[src/rtl/fx_denorm64_if.sv]
// Handshake bundle for fx_denorm64: normalized input beat in, denormalized result out.
// io_out_inexact exists only when FX_DENORM_STICKY_EN is defined.
interface fx_denorm64_if;
    logic        io_in_valid;
    logic        io_in_ready;
    logic [63:0] io_in_mant;
    logic [5:0]  io_in_lz;
    logic        io_in_zero;
    logic        io_out_valid;
    logic        io_out_ready;
    logic [63:0] io_out_data;
`ifdef FX_DENORM_STICKY_EN
    logic        io_out_inexact;
`endif

    modport slave (
        input  io_in_valid, io_in_mant, io_in_lz, io_in_zero, io_out_ready,
        output io_in_ready, io_out_valid, io_out_data
`ifdef FX_DENORM_STICKY_EN
        , output io_out_inexact
`endif
    );

    modport master (
        output io_in_valid, io_in_mant, io_in_lz, io_in_zero, io_out_ready,
        input  io_in_ready, io_out_valid, io_out_data
`ifdef FX_DENORM_STICKY_EN
        , input io_out_inexact
`endif
    );
endinterface

[src/rtl/fx_denorm64.sv]
// Two-stage denormalizer: out = mant >> lz (byte shift, then bit shift), zero forces 0.
// Optional sticky/inexact output enabled by defining FX_DENORM_STICKY_EN.
module fx_denorm64 #(
    parameter int WIDTH = 64
) (
    input  logic          clock,
    input  logic          reset,
    fx_denorm64_if.slave  io
);
    logic             r_s1_valid;
    logic [WIDTH-1:0] r_s1_data;
    logic [2:0]       r_s1_lz_lo;
    logic             r_s2_valid;
    logic [WIDTH-1:0] r_s2_data;

    logic             w_s1_load;
    logic             w_s2_load;
    logic [WIDTH-1:0] w_byte_shift [8];
    logic [WIDTH-1:0] w_s1_data;
    logic [WIDTH-1:0] w_s2_data;

    // A full stage may still load when the stage after it drains this cycle.
    assign w_s2_load      = !r_s2_valid || io.io_out_ready;
    assign w_s1_load      = !r_s1_valid || w_s2_load;
    assign io.io_in_ready = w_s1_load;

    genvar gi;
    generate
        for (gi = 0; gi < 8; gi++) begin : g_byte_shift
            assign w_byte_shift[gi] = io.io_in_mant >> (gi * 8);
        end
    endgenerate

    assign w_s1_data = io.io_in_zero ? '0 : w_byte_shift[io.io_in_lz[5:3]];
    assign w_s2_data = r_s1_data >> r_s1_lz_lo;

    always_ff @(posedge clock or negedge reset) begin
        if (!reset) begin
            r_s1_valid <= 1'b0;
            r_s1_data  <= '0;
            r_s1_lz_lo <= '0;
        end else if (w_s1_load) begin
            r_s1_valid <= io.io_in_valid;
            if (io.io_in_valid) begin
                r_s1_data  <= w_s1_data;
                r_s1_lz_lo <= io.io_in_lz[2:0];
            end
        end
    end

    always_ff @(posedge clock or negedge reset) begin
        if (!reset) begin
            r_s2_valid <= 1'b0;
            r_s2_data  <= '0;
        end else if (w_s2_load) begin
            r_s2_valid <= r_s1_valid;
            if (r_s1_valid) begin
                r_s2_data <= w_s2_data;
            end
        end
    end

    assign io.io_out_valid = r_s2_valid;
    assign io.io_out_data  = r_s2_data;

`ifdef FX_DENORM_STICKY_EN
    logic             r_s1_inexact;
    logic             r_s2_inexact;
    logic [WIDTH-1:0] w_s1_lost_mask;
    logic [WIDTH-1:0] w_s2_lost_mask;
    logic             w_s1_inexact;
    logic             w_s2_inexact;

    // Masks cover exactly the low bits each stage discards.
    assign w_s1_lost_mask = ~({WIDTH{1'b1}} << {io.io_in_lz[5:3], 3'b000});
    assign w_s2_lost_mask = ~({WIDTH{1'b1}} << r_s1_lz_lo);
    assign w_s1_inexact   = !io.io_in_zero && (|(io.io_in_mant & w_s1_lost_mask));
    assign w_s2_inexact   = r_s1_inexact || (|(r_s1_data & w_s2_lost_mask));

    always_ff @(posedge clock or negedge reset) begin
        if (!reset) begin
            r_s1_inexact <= 1'b0;
            r_s2_inexact <= 1'b0;
        end else begin
            if (w_s1_load && io.io_in_valid) begin
                r_s1_inexact <= w_s1_inexact;
            end
            if (w_s2_load && r_s1_valid) begin
                r_s2_inexact <= w_s2_inexact;
            end
        end
    end

    assign io.io_out_inexact = r_s2_inexact;
`endif
endmodule

[src/flat_wrapper.sv]
// flat-port wrapper written by rule: the top's interface ports become plain ports
module fx_denorm64_flat 
#(
    parameter int WIDTH = 64
)
  (clock, reset, io_io_in_valid, io_io_in_mant, io_io_in_lz, io_io_in_zero, io_io_out_ready, io_io_in_ready, io_io_out_valid, io_io_out_data);
  fx_denorm64_if io_i ();
  input  logic clock;
  input  logic reset;
  input wire logic [$bits(io_i.io_in_valid)-1:0] io_io_in_valid;
  input wire logic [$bits(io_i.io_in_mant)-1:0] io_io_in_mant;
  input wire logic [$bits(io_i.io_in_lz)-1:0] io_io_in_lz;
  input wire logic [$bits(io_i.io_in_zero)-1:0] io_io_in_zero;
  input wire logic [$bits(io_i.io_out_ready)-1:0] io_io_out_ready;
  output wire logic [$bits(io_i.io_in_ready)-1:0] io_io_in_ready;
  output wire logic [$bits(io_i.io_out_valid)-1:0] io_io_out_valid;
  output wire logic [$bits(io_i.io_out_data)-1:0] io_io_out_data;
  assign io_i.io_in_valid = io_io_in_valid;
  assign io_i.io_in_mant = io_io_in_mant;
  assign io_i.io_in_lz = io_io_in_lz;
  assign io_i.io_in_zero = io_io_in_zero;
  assign io_i.io_out_ready = io_io_out_ready;
  assign io_io_in_ready = io_i.io_in_ready;
  assign io_io_out_valid = io_i.io_out_valid;
  assign io_io_out_data = io_i.io_out_data;
  fx_denorm64 #(.WIDTH(WIDTH)) u_core (.clock(clock), .reset(reset), .io(io_i));
endmodule
[config.mk]
export PLATFORM = sky130hd
export DESIGN_NAME = fx_denorm64_flat
export DESIGN_NICKNAME = d
export VERILOG_FILES = /design/src/rtl/fx_denorm64_if.sv /design/src/rtl/fx_denorm64.sv /design/src/flat_wrapper.sv
export SDC_FILE = /design/constraint.sdc
export NUM_CORES = 1
export LEC_CHECK = 0
export ABC_AREA = 0
export CAP_MARGIN = 5
export CORE_UTILIZATION = 35
export DETAILED_ROUTE_END_ITERATION = 16
export PLACE_DENSITY = 0.65
export SETUP_SLACK_MARGIN = 0.2
export SLEW_MARGIN = 20
export SYNTH_ARGS = -nofsm -noshare
export SYNTH_HDL_FRONTEND = slang
export SYNTH_SLANG_ARGS = --single-unit
[constraint.sdc]
create_clock -name clock -period 1.88 [get_ports clock]
set_input_delay 0.376 -clock clock [delete_from_list [all_inputs] [get_ports clock]]
set_output_delay 0.376 -clock clock [all_outputs]
set_load 0.02 [all_outputs]
==> impl_results.rst <==
.. list-table::
   :header-rows: 1

   * - Metric
     - Value
   * - Status
     - complete, no violations
   * - Class of the worst hold path
     - input port to async pin
   * - Vias per std cell
     - 5.520
   * - Slew Limit Fails
     - 0
   * - Crit-path slowest cell
     - sky130_fd_sc_hd__dfrtp_4
   * - Total number of H-tree levels
     - 4
   * - Core region area
     - 23,680 µm²
   * - Detail-routed net length per standard cell
     - 19.74 µm
   * - Terminus of the critical flop-to-flop path
     - u_core.io.io_out_data[38]
   * - Max Freq
     - 560.4 MHz
   * - Leakage
     - 0.005173 µW
   * - Number of global-route vias before repair
     - 6,809
   * - Critical Path End
     - u_core.io.io_out_data[38]
   * - Congestion Overflow GR
     - 0
   * - Number of setup violations in the final report
     - 0
   * - Number of buffers created by CTS
     - 17
   * - Slowest Stage Delay on Critical Path
     - 0.55 ns
   * - Arrival @ worst endpoint
     - 2.09 ns
   * - Family with the most delay on the worst path
     - multiplexers
   * - Area share of the largest cell type after synthesis
     - 39.13%
   * - Ratio of final minimum period to clock period
     - 94.91%
   * - RD Place Congestion
     - 0.9163
   * - Wire length of the first global-routing pass
     - 39.46 mm
   * - Maximum clock skew at final layout
     - 0.006606 ns
   * - Power density over the cells
     - 926.0 nW/µm²
   * - Count of flip-flops with a built-in enable after synthesis
     - 0
   * - Initial antenna violation count
     - 0
   * - X dimension of the die
     - 157.9 µm
   * - Prevailing post-synth register cell
     - sky130_fd_sc_hd__dfrtp_1
   * - Kind of critical path
     - register to register
   * - Post-detailed-route count of antenna-violating nets
     - 0
   * - Synthesized netlist cell count
     - 746
   * - Number of nets in the layout
     - 1,006
   * - Number of top-level design ports
     - 141
   * - Time the worst path needs with I/O delays and setup
     - 1.784 ns
   * - Sinks on the clock net
     - 133
   * - Total number of cells along the worst setup path
     - 6
   * - Clock network latency to the later pin of the worst-skew pair
     - 0.43 ns
   * - Final Power
     - 10,650 µW
   * - Setup tns final
     - 0 ns
   * - Transition time of the tightest slew-check pin
     - 0.5426 ns
   * - Critical Path Fanout Max
     - 11
   * - Synth Register Bits
     - 133
   * - Final count of hold timing violations
     - 0
   * - Sum of net half-perimeters after detailed placement
     - 18.94 mm
   * - Post-Synthesis Net Count
     - 821
   * - Number of buffer and inverter stages on the critical path
     - 3
   * - Slew Limit Headroom
     - 63.69%
   * - Share of the core filled with cells in the final layout
     - 48.55%
   * - TritonCTS clock tree
     - built
   * - Post-synthesis to final-layout area growth
     - 35.19%
   * - Syn. warnings
     - 0
   * - Proportion of register bits with asynchronous set or reset after synthesis
     - 100.0%
   * - Number of distinct library cells after synthesis
     - 39
   * - Cells taking the most area after synthesis
     - sky130_fd_sc_hd__dfrtp_1 39%, sky130_fd_sc_hd__mux4_2 17%, sky130_fd_sc_hd__mux2i_1 15%
   * - Total iterations of the first detailed-routing run
     - 5
   * - VDD IR-drop max
     - 0.0004312 V
   * - Element type at the critical path end
     - register
   * - Share of final-layout standard cells stronger than drive strength 1
     - 23.62%
   * - Total instance count after detailed placement
     - 1,208
   * - Die Footprint
     - 24,930 µm²
   * - Post-synth top area cell
     - sky130_fd_sc_hd__dfrtp_1
   * - Post-Layout Cell Count
     - 1,263
   * - Starting Density
     - 35.92%
   * - Max cap viols
     - 0
   * - Maximum number of pins on one net before global-route repair
     - 47
   * - Clk buf depth
     - 2
   * - Data required time of the critical path
     - 2.19 ns
   * - Worst-path clk slew
     - 0.06 ns
   * - Clock Root Buffer
     - sky130_fd_sc_hd__clkbuf_16
   * - Total track usage
     - 21.05%
   * - Die Span Y
     - 157.9 µm
   * - R2R depth
     - 6
   * - RR Startpoint
     - u_core.r_s1_lz_lo[0]
   * - Final wirelength
     - 24.93 mm
   * - Slack of the worst reg-to-reg path
     - 0.1 ns
   * - Cell area after technology mapping
     - 8506 µm²
   * - IO buf count
     - 140
   * - Total number of placement rows
     - 56
   * - Mean area per synthesized cell
     - 11.40 µm²
   * - DRC marker count from the first detailed-route iteration
     - 440
   * - Start point of the critical path
     - u_core.r_s1_lz_lo[0]
   * - Via total after detailed routing
     - 6,972
   * - RSZ-0062 raised after global routing
     - true
   * - Ant. Diodes
     - 0
   * - Register area share after synthesis
     - 39.13%
   * - List of cells traversed by the critical path
     - buf_4 > buf_6 > buf_12 > mux4_2 > mux2i_1 > o21ai_1
   * - Remaining routing DRC violations
     - 0
   * - Element type at the critical path start
     - register
-- cell type report --
cell class,count,area (µm²)
inverters,1,3.754
well taps,319,399.1
flip-flops and latches,133,3337
fillers,2209,12180
clock buffers,19,452.9
clock inverters,13,203.9
repair buffers,237,2312
multi-input cells,541,4790
-- sequential cells by signal (all words and copies together), names as in the netlist --
| register | count |
|---|---|
| u_core.r_s1_data | 64 |
| u_core.io.io_out_data | 64 |
| u_core.r_s1_valid | 1 |
| u_core.io.io_out_valid | 1 |
| u_core.r_s1_lz_lo | 3 |
-- per-stage QoR --
step | cell area (µm²) | hold WS [ns] | worst slack, ns
floorplan | 8506 | 0.08041 | 0.2122
global placement | 10550 | 0.3315 | -0.3706
detailed placement | 10550 | 0.3418 | -0.4169
CTS | 11380 | 0.4315 | 0.07845
global route | 11500 | 0.4673 | 0.03941
finish | 11500 | 0.4263 | 0.09568
-- routing by layer --
| layer | vias to the layer above | global-route usage (%) | routed length, µm |
|---|---|---|---|
| li1 | 3228 | - | - |
| met1 | 3448 | 30.11 | 11620 |
| met2 | 268 | 31.72 | 11230 |
| met3 | 28 | 4.654 | 1676 |
| met4 | 0 | 6.288 | 403 |
| met5 | - | 0 | 0 |
-- worst min path at each step --
stage / start / endpoint / slack [ns]
2_1_floorplan: reset / u_core.io.io_out_data[0] / 0.08
3_5_place_dp: reset / u_core.io.io_out_valid / 0.34
5_1_grt: reset / u_core.r_s1_data[57] / 0.47
6_report: reset / u_core.io.io_out_valid / 0.43
4_1_cts: reset / u_core.io.io_out_valid / 0.43
3_3_place_gp: reset / u_core.io.io_out_valid / 0.33
-- worst reg2reg max path: cells and delay by family, from the launching register on --
kind	cells	cell delay, ns
compound gates	1	0.08
buf+inv	3	0.42
flops	1	0.55
mux	2	0.62
-- Yosys cell counts (11+ instances only) --
cell type,n
sky130_fd_sc_hd__a21oi_1,12
sky130_fd_sc_hd__a22o_1,28
sky130_fd_sc_hd__buf_2,30
sky130_fd_sc_hd__buf_4,11
sky130_fd_sc_hd__clkbuf_1,19
sky130_fd_sc_hd__dfrtp_1,133
sky130_fd_sc_hd__mux2i_1,127
sky130_fd_sc_hd__mux4_2,66
sky130_fd_sc_hd__nand2_1,118
sky130_fd_sc_hd__nor2b_1,11
sky130_fd_sc_hd__o21ai_0,71
sky130_fd_sc_hd__o21ai_1,25
sky130_fd_sc_hd__o31ai_1,11
-- kinds of logic (layout without fill, tap and decap cells) --
family	count (synthesis)	in the layout	share of synthesized area, %
AOI/OAI and AO/OA	183	183	13.80
and+or+nand+nor	159	159	8.120
muxes	199	199	33.75
DFF	133	133	39.13
buffers and inverters	72	270	5.207
-- placed cells by master, fill, tap and decap left out, types with 9 or more instances in the layout --
master and instances:
sky130_fd_sc_hd__dfrtp_1 130, sky130_fd_sc_hd__mux2i_1 120, sky130_fd_sc_hd__nand2_1 116, sky130_fd_sc_hd__clkdlybuf4s50_1 71, sky130_fd_sc_hd__buf_4 70, sky130_fd_sc_hd__mux4_2 69, sky130_fd_sc_hd__dlygate4sd2_1 64, sky130_fd_sc_hd__o21ai_1 53
sky130_fd_sc_hd__o21ai_0 43, sky130_fd_sc_hd__a22o_1 28, sky130_fd_sc_hd__clkbuf_16 17, sky130_fd_sc_hd__a21oi_1 12, sky130_fd_sc_hd__buf_12 12, sky130_fd_sc_hd__o31ai_1 11, sky130_fd_sc_hd__nor2b_1 11, sky130_fd_sc_hd__buf_6 10
sky130_fd_sc_hd__nand2b_1 9, sky130_fd_sc_hd__nor2_1 9
-- where the power goes --
part           switching (µW)  internal (µW)
Combinational            1660           1640
Clock                    1280           2410
Sequential                390           3270
-- what timing repair did --
action | in CTS | in global routing
setup endpoints to repair | 135 | 80
gates cloned | 4 | 0
pin swaps | 4 | 9
resized for setup | 101 | 35
setup buffers | 10 | 8
hold buffers | 1 | 0
endpoints found under the hold margin | 24 | 0
Note: power is estimated with default switching activity, not from simulation.
